## config.mk

```make
export PLATFORM = sky130hd
export DESIGN_NAME = record_coupler
export DESIGN_NICKNAME = d
export VERILOG_FILES = /design/src/rtl/record_coupler.sv
export SDC_FILE = /design/constraint.sdc
export NUM_CORES = 1
export LEC_CHECK = 0
export ABC_AREA = 1
export ABC_CLOCK_PERIOD_IN_PS = 5250
export CAP_MARGIN = 20
export CORE_ASPECT_RATIO = 0.8
export CORE_UTILIZATION = 60
export CTS_CLUSTER_DIAMETER = 60
export DETAILED_ROUTE_END_ITERATION = 8
export PLACE_DENSITY = 0.8
export SYNTH_ARGS = -nofsm -noshare
export SYNTH_HDL_FRONTEND = slang
export SYNTH_SLANG_ARGS = --single-unit
```

## constraint.sdc

```tcl
create_clock -name i_clk -period 5.25 [get_ports i_clk]
set_clock_uncertainty 0.2 [all_clocks]
set_input_delay 0.525 -clock i_clk [delete_from_list [all_inputs] [get_ports i_clk]]
set_output_delay 0.525 -clock i_clk [all_outputs]
set_load 0.01 [all_outputs]
```

## src/rtl/record_coupler.sv

```systemverilog
// Packs a stream of records into two-record pair-words and queues them in a
// first-word-fall-through buffer; a zero record closes the current pair early.
module record_coupler #(
    parameter int DATA_WIDTH = 32,
    parameter int DEPTH      = 8
) (
    input  logic                      i_clk,
    input  logic                      i_rst_n,
    input  logic [DATA_WIDTH-1:0]     i_data,
    input  logic                      i_write,
    output logic                      o_full,
    output logic [2*DATA_WIDTH-1:0]   o_data,
    output logic                      o_empty,
    input  logic                      i_read,
    output logic [$clog2(DEPTH):0]    o_count
);

    localparam int PTR_W = $clog2(DEPTH);
    localparam int CNT_W = PTR_W + 1;

    typedef enum logic {
        LOW,
        HAVE_LOW
    } state_t;

    state_t                    state;
    state_t                    next_state;
    logic [DATA_WIDTH-1:0]     staged;
    logic [DATA_WIDTH-1:0]     next_staged;
    logic [2*DATA_WIDTH-1:0]   push_word;
    logic                      accept;
    logic                      push;
    logic                      pop;

    logic [2*DATA_WIDTH-1:0]   mem [DEPTH];
    logic [PTR_W-1:0]          wr_ptr;
    logic [PTR_W-1:0]          rd_ptr;
    logic [CNT_W-1:0]          count;

    assign o_count = count;
    assign o_full  = (count == CNT_W'(DEPTH));
    assign o_empty = (count == '0);
    assign o_data  = o_empty ? '0 : mem[rd_ptr];

    assign accept = i_write && !o_full;
    assign pop    = i_read && !o_empty;

    // A terminator flushes whatever is staged (or nothing) as a complete pair.
    always_comb begin
        next_state  = state;
        next_staged = staged;
        push        = 1'b0;
        push_word   = '0;
        if (accept) begin
            if (i_data == '0) begin
                push       = 1'b1;
                push_word  = {{DATA_WIDTH{1'b0}}, (state == HAVE_LOW) ? staged : {DATA_WIDTH{1'b0}}};
                next_state = LOW;
            end else if (state == HAVE_LOW) begin
                push       = 1'b1;
                push_word  = {i_data, staged};
                next_state = LOW;
            end else begin
                next_staged = i_data;
                next_state  = HAVE_LOW;
            end
        end
    end

    always_ff @(posedge i_clk or negedge i_rst_n) begin
        if (!i_rst_n) begin
            state  <= LOW;
            staged <= '0;
        end else begin
            state  <= next_state;
            staged <= next_staged;
        end
    end

    always_ff @(posedge i_clk or negedge i_rst_n) begin
        if (!i_rst_n) begin
            wr_ptr <= '0;
            rd_ptr <= '0;
            count  <= '0;
        end else begin
            if (push) begin
                wr_ptr <= wr_ptr + 1'b1;
            end
            if (pop) begin
                rd_ptr <= rd_ptr + 1'b1;
            end
            count <= count + CNT_W'(push) - CNT_W'(pop);
        end
    end

    // Storage is left unreset; the empty mask keeps stale words off o_data.
    always_ff @(posedge i_clk) begin
        if (push) begin
            mem[wr_ptr] <= push_word;
        end
    end

endmodule

```

# Yosys cells after proc, flatten, opt, wreduce, memory -nomap -nowiden
# Memories as Yosys holds them, arrays and structs flattened.
# Index checks and enable logic that the tools add are counted.
# op_classes
n_addsub	4
n_eq_ne	1
mux	12
bitwise	2
reduce_logical	7
# ops
cell	n
64-bit two-way mux	4
32-bit logical NOT	1
32-bit two-way mux	1
1-bit two-way mux	7
3-bit by 1-bit adder with 3-bit output (second input constant)	2
4-bit by 1-bit adder with 4-bit output	1
4-bit equality test (second input constant)	1
4-bit logical NOT	1
4-bit by 1-bit subtractor with 4-bit output	1
3-bit AND reduction	1
1-bit logical AND	2
1-bit logical NOT	2
1-bit NOT	2
# word_totals
reg_bits	43
ramBits	512
inputBits	36
output_inout_bits	70
elab_cells	32
mem_count	1
# mem_list
name	words	word_bits	read_ports	rd_clocked_by_memory_dff	write_ports	line_no	rtl
mem	8	64	1	0	1	35	logic [2*DATA_WIDTH-1:0] mem [DEPTH];

# Longest topological paths before layout
# Gate-level depths: netlist of the first run.
# logic_depth
depth_word	6
depth_mapped	12

# Worst setup path before layout of the first run
# Ideal clock, no wire load.
# synth_timing
kind	input-to-reg
start	input port i_data[3]
end	memory mem[2][0] in the netlist's numbering, enable pin
setup_ns	0.487
arrival_ns	4.085
path_slack_ns	0.478
path_stages	7
cell_sequence	nor2_1 > nand2_1 > nor2_1 > nand2_1 > o21ai_0 > nand3_1 > nor2_1
# synth_via
elab_chain_cells	5
# synth_lines
element	line_no	rtl
from (decl)	9	input logic [DATA_WIDTH-1:0] i_data,
32-bit logical NOT	55	if (i_data == '0) begin
1-bit two-way mux	55	
1-bit two-way mux	54	if (accept) begin
1-bit two-way mux	98	if (push) begin
1-bit two-way mux (implied by the code)	99	mem[wr_ptr] <= push_word;
to (decl)	35	
# No other way between the ends.

# Worst setup path after layout of the first run
# layout_timing
start	register rd_ptr[0]
end	output port o_data[41]
# layout_via
elab_chain_cells	2
# layout_lines
element	line_no	rtl
from (decl)	37	logic [PTR_W-1:0] rd_ptr;
from (signal assigned)	90	rd_ptr <= rd_ptr + 1'b1;
memory read 8 x 64 bit	--	
64-bit two-way mux	43	assign o_data = o_empty ? '0 : mem[rd_ptr];
to (decl)	12	output logic [2*DATA_WIDTH-1:0] o_data,
# No other way between the ends.

==> results of run 1 <==
-- through the flow --
| stage | worst slack [ns] | instances |
|---|---|---|
| 2_1_floorplan | 0.478 | 1833 |
| 3_3_place_gp | 1.27 | 2337 |
| 3_5_place_dp | 1.19 | 2337 |
| 4_1_cts | 0.986 | 2432 |
| 5_1_grt | 0.723 | 2435 |
| 6_report | 0.883 | 2435 |
-- layout make-up --
| class | instances | area, um^2 | share of cell area, % |
|---|---|---|---|
| Multi-Input combinational cell | 1079 | 5300 | 20.5 |
| Timing Repair Buffer | 140 | 1430 | 5.54 |
| Clock buffer | 65 | 1360 | 5.26 |
| Tap cell | 487 | 609 | 2.36 |
| Clock inverter | 29 | 380 | 1.47 |
| Inverter | 80 | 303 | 1.17 |
| Sequential cell | 555 | 16500 | 63.7 |
-- sequential cells by signal, summed over array words and instances, names as in the netlist --
| signal | cells |
|---|---|
| mem | 512 |
| wr_ptr | 3 |
| state | 1 |
| o_count | 4 |
| rd_ptr | 3 |
| staged | 32 |
-- worst reg2reg max path: cells and delay by family, from the launching register on --
kind / cells / cell delay [ns]
simple gates: 4 / 2.15
buf+inv: 2 / 0.45
flops: 1 / 0.36
fa+ha+maj: 1 / 0.20
-- power by group through the flow --
stage	combinational (W)	sequential, W	clock (W)
2_1_floorplan	0.00346	0.00577	0
3_3_place_gp	0.00535	0.00591	0
3_5_place_dp	0.00551	0.00593	0
4_1_cts	0.00556	0.00584	0.00387
5_1_grt	0.00612	0.00589	0.00404
6_report	0.00560	0.00586	0.00385
-- cell usage after synthesis (all sizes together) --
cell	number	area share, %
a21oi	1	0.022
buf	51	1.6
clkbuf	68	1.1
clkinv	1	0.017
dfrtp	43	4.8
edfxtp	512	68
fa	1	0.089
ha	8	0.44
inv	79	1.3
mux2i	64	2.8
nand2	93	1.6
nand3	9	0.20
nand4	33	0.91
nor2	478	7.9
nor3b	1	0.033
o21ai	322	7.1
o22ai	64	1.8
xnor2	2	0.078
xor2	3	0.12
-- final timing paths --
check | from | to | slack, ns | depth (start not counted)
min reg2reg | staged[26] | staged[26] | 0.28 | 2
max | rd_ptr[0] | o_data[41] | 0.88 | 7
min | i_rst_n | o_count[2] | 0.14 | 2
min in group i_clk | staged[26] | staged[26] | 0.28 | 2
max reg2reg | o_count[2] | mem[0][45] | 1.58 | 7
max in group asynchronous | i_rst_n | staged[13] | 4.24 | 3
-- metal layers --
layer / GRT usage, % / part of all wire, % / vias to the layer above / wire length [um]
met4: 9.38 / 2.6 / 2 / 1420
met3: 6.56 / 10 / 114 / 5640
met5: 0 / 0.057 / - / 31
li1: - / - / 6645 / -
met2: 44.0 / 47 / 833 / 25200
met1: 40.6 / 40 / 7213 / 21800
-- cells by family (layout without fill, tap and decap cells) --
group	Yosys count	in the layout	share of synthesized area (%)
and+or+nand+nor	614	614	10.6
adders and majority gates	9	9	0.532
DFF	555	555	72.8
muxes	64	64	2.84
buffers and inverters	199	314	4.02
xor gates and xnor gates	5	5	0.194
AOI/OAI and AO/OA	387	387	8.93
==> results.ini, run 1 <==
[status]
status = finished, final reports clean

[clock_network]
numCtsBuffers = 51
cts_max_level = 2
post_cts_resized = 0
post_cts_buffers = 0
clockBufferDepth = 3
cts-root-buf = clkbuf_16
cts_sinks = 555
clock_latency_ns = 0.57
cts_hold_buf = 1
cts_tree = built
cts.clk_slew.worst_paths_ns = 0.06

[floorplanning]
row_count = 63
core_mm2 = 0.0370
start_util_pct = 61.0
die_area_mm2 = 0.0384
die_w_um = 219
io_pins = 106
die-height_um = 176

[routing]
drtIter0Drc = 1852
drc_errors = 0
antenna_left = 0
vias_per_cell = 6.08
drt-wirelength-per-cell_um = 22.2
vias = 14800
drt_wl_total_um = 54000
first_pass_iters = 6

[worst_setup_path]
path_common_cell = nor2_1
slowest_delay_ns = 0.70
cp-start-kind = flop
path_delay_family = buffers and inverters
cp_slowest_cell = dfrtp_4
criticalPathCategory = reg2out
setup.worst_path.end_class = primary output
cp.buffers_inverters = 3
cp.arrival_ns = 3.64
path_max_fanout = 49
crit_path_cell_trace = inv_4 -> buf_4 -> nor2_1 -> o22ai_1 -> nor2_1 -> nor2_1 -> clkdlybuf4s50_1
cp.required_ns = 4.53

[finish]
mostFrequentLayoutCell = edfxtp_1
fin_nets = 1952
fillers = 2454
final_cell_mix = 512 x edfxtp_1, 469 x nor2_1, 267 x o21ai_0
final_area_mm2 = 0.0258
drive_gt1_share_pct = 6.67
final_core_util_pct = 69.8
syn_to_final_growth_pct = 14.4
antennaDiodeCount = 0

[synth]
ys_ff_latch = 555
syn_inst = 1833
ys_warn_count = 0
syn_nets = 1878
ys_types = 27
avgSynthCellArea_um2 = 12.3
syn_area_mm2 = 0.0226
yosysSeqAreaShare_pct = 72.8

[grt]
grt_overflow = 0
grt_max_degree = 107
grt_pass1_wl_um = 82600
grt_use_total_pct = 28.5
first_global_vias = 14400
antenna_found_initial = 2

[power_and_ir_drop]
power_switching_w = 0.00539
p_sw_share_pct = 35.2
seqPwrFrac_pct = 38.3
p_total_w = 0.0153
peakVddDrop_mv = 0.395
p_clk_share_pct = 25.1
p_int_w = 0.00992
p_comb_share_pct = 36.6
power_density_mw_per_mm2 = 592
p_leak_nw = 9.27

[placement]
hpwl_um = 30800
port_buffers = 105
post_dp_cell_area_mm2 = 0.0240
gp_congestion = 0.930

[sta]
finalSetupViolations = 0
drv_slew = 0
relSlewSlack_pct = 33.0
period_needed_ns = 4.37
worst_pin_slew_ns = 1.00
fmax_ghz = 0.229
finalCritPeriodShare_pct = 83.2
finalHoldViolations = 0
tns_ns = 0
whs_ns = 0.140
rsz0062_at_grt = no

[run]
drv_cap = 0

[hold_path]
hp-class = in2async

Note: power is estimated with default switching activity, not from simulation.
==> run 2: changes to the inputs <==
- ABC_CLOCK_PERIOD_IN_PS: 5250 -> 3850
- CORE_UTILIZATION: 60 -> 54
- PLACE_DENSITY: 0.8 -> 0.76
- clock period: 5.25 -> 3.85 ns (I/O delays scaled with it)
==> run 2 against run 1 <==
Register-to-register slack got worse by 0.83 ns; sequential power increased by 36%; critical endpoint is now o_data[39]; via count increased by 0.76%; largest cell class unchanged; clock power increased by 24%; cell area increased by 0.88%; critical path depth decreased by 1; sequential cell count unchanged; combinational power increased by 42%; critical path type unchanged; cell count increased by 3.1%; utilization decreased by 6.1 points; non-clock buffer count increased by 16.
==> results.ini, run 2 (same netlist as run 1, synthesis figures left out) <==
[status]
status = finished, final reports clean

[clock_network]
cts.clk_slew.worst_paths_ns = 0.07  ; about the same
numCtsBuffers = 51  ; unchanged
clock_latency_ns = 0.58  ; about the same
post_cts_buffers = 0  ; unchanged
clockBufferDepth = 3  ; unchanged
cts-root-buf = clkbuf_16
cts_max_level = 2  ; unchanged
cts_tree = built
cts_sinks = 555  ; unchanged

[floorplanning]
start_util_pct = 55.1  ; -5.8 points
die_area_mm2 = 0.0426  ; +11%
core_mm2 = 0.0410  ; +11%
row_count = 66  ; +4.8%
die-height_um = 185  ; +5.3%
die_w_um = 231  ; +5.4%
io_pins = 106  ; unchanged

[grt]
grt_use_total_pct = 26.0  ; -2.6 points
first_global_vias = 14200  ; -1.0%
grt_max_degree = 115  ; +7.5%
grt_overflow = 0  ; unchanged
grt_pass1_wl_um = 83600  ; +1.2%
antenna_found_initial = 2  ; unchanged

[routing]
antenna_left = 0  ; unchanged
drt_wl_total_um = 55100  ; +2.1%
vias = 14900  ; +0.76%
drt-wirelength-per-cell_um = 22.0  ; -0.99%
drtIter0Drc = 1886  ; +1.8%
vias_per_cell = 5.94  ; -2.3%
first_pass_iters = 5  ; -1
drc_errors = 0  ; unchanged

[run]
drv_cap = 0  ; unchanged

[sta]
finalSetupViolations = 0  ; unchanged
fmax_ghz = 0.269
finalHoldViolations = 0  ; unchanged
relSlewSlack_pct = 30.7  ; -2.3 points
worst_slack_ns = 0.131  ; -0.752 ns
period_needed_ns = 3.72
drv_slew = 0  ; unchanged
worst_pin_slew_ns = 1.04  ; +0.0353 ns
tns_ns = 0  ; unchanged
whs_ns = 0.0214  ; -0.118 ns
finalCritPeriodShare_pct = 96.6

[worst_setup_path]
setup.worst_path.end_class = primary output
path_common_cell = nor2_1
path_max_fanout = 50  ; +2.0%
path_delay_family = buffers and inverters
cp-start-kind = flop
crit_path_cell_trace = buf_4 -> o21ai_0 -> o22ai_1 -> nor2_1 -> nor2_1 -> clkdlybuf4s50_1
slowest_delay_ns = 0.87  ; +0.17 ns
cp_slowest_cell = dfrtp_4
cp.required_ns = 3.26  ; -1.27 ns
cp.arrival_ns = 3.13  ; -0.51 ns
cp.buffers_inverters = 2  ; -1
criticalPathCategory = reg2out

[hold_path]
hp-class = in2async

[placement]
pre_cts_slack_ns = 0.580  ; -0.605 ns
dp.cells = 2411  ; +3.2%
gp_congestion = 0.890  ; -4.3%
port_buffers = 105  ; unchanged
hpwl_um = 31700  ; +2.8%

[finish]
largest_register_ffs = 512  ; unchanged
mostFrequentLayoutCell = edfxtp_1
final_cell_mix = 512 x edfxtp_1, 469 x nor2_1, 267 x o21ai_0
fin_nets = 1968  ; +0.82%
drive_gt1_share_pct = 7.08  ; +0.40 points
syn_to_final_growth_pct = 15.4
max_flop_register = mem
instances_no_fill = 2511  ; +3.1%

[power_and_ir_drop]
peakVddDrop_mv = 0.510  ; +29%
power_density_mw_per_mm2 = 794  ; +34%
p_leak_nw = 9.33  ; +0.60%
p_total_w = 0.0207  ; +35%

run 2: cell types whose count changed in the layout (fill, tap and decap cells not counted), moves of 2 or more:
| cell | before | now |
|---|---|---|
| clkinv_1 | 6 | 10 |
| bufinv_16 | 9 | 2 |
| buf_12 | 9 | 24 |
| clkinv_2 | 9 | 12 |
| diode_2 | 0 | 3 |
| nand2_4 | 2 | 0 |
| nand2_2 | 1 | 3 |
| clkbuf_1 | 11 | 14 |
| clkinvlp_4 | 5 | 1 |
run 2: timing repair:
action	CTS	global route
hold endpoints to repair	43	0
gates resized for setup	0	2
endpoints found under the setup margin	0	3
hold buffers	1	0
run 2: layout make-up:
cell class	instances	area, um^2
Sequential cell	555	16500
Fill cell	2991	14900
Multi-Input combinational cell	1079	5290
Timing Repair Buffer	156	1770
Clock buffer	69	1380
Tap cell	544	681
Inverter	80	308
Clock inverter	25	170
Antenna cell	3	7.51
run 2: worst paths after layout:
kind,start,end,slack (ns),depth (start not counted)
worst max register to register,o_count[2],mem[6][16],0.75,7
min in group i_clk,staged[30],staged[30],0.27,2
worst min register to register,staged[30],staged[30],0.27,2
max in group asynchronous,i_rst_n,rd_ptr[0],2.96,3
worst min-delay path,i_rst_n,staged[2],0.02,2
worst max-delay path,rd_ptr[1],o_data[39],0.13,6
run 2: metrics by stage:
step / utilization (%) / area [um^2]
6_report: 63.7 / 26100
3_5_place_dp: 59.7 / 24400
4_1_cts: 63.5 / 26000
2_1_floorplan: - / 22600
3_3_place_gp: 59.7 / 24400
5_1_grt: 63.6 / 26100
run 2: per-layer routing:
| layer | wire [um] | GRT usage [%] | up-vias |
|---|---|---|---|
| met1 | 22300 | 36.5 | 7331 |
| met5 | 0 | 0 | - |
| met3 | 5100 | 4.25 | 102 |
| li1 | - | - | 6688 |
| met4 | 1490 | 8.21 | 0 |
| met2 | 26300 | 41.9 | 798 |
run 2: where the power goes:
part / leakage, nW / switching (W) / total [W] / internal [W]
Sequential: 5.27 / 0.000440 / 0.00797 / 0.00753
Combinational: 3.29 / 0.00487 / 0.00794 / 0.00308
Clock: 0.768 / 0.00213 / 0.00478 / 0.00265
Total: 9.33 / 0.00744 / 0.0207 / 0.0133
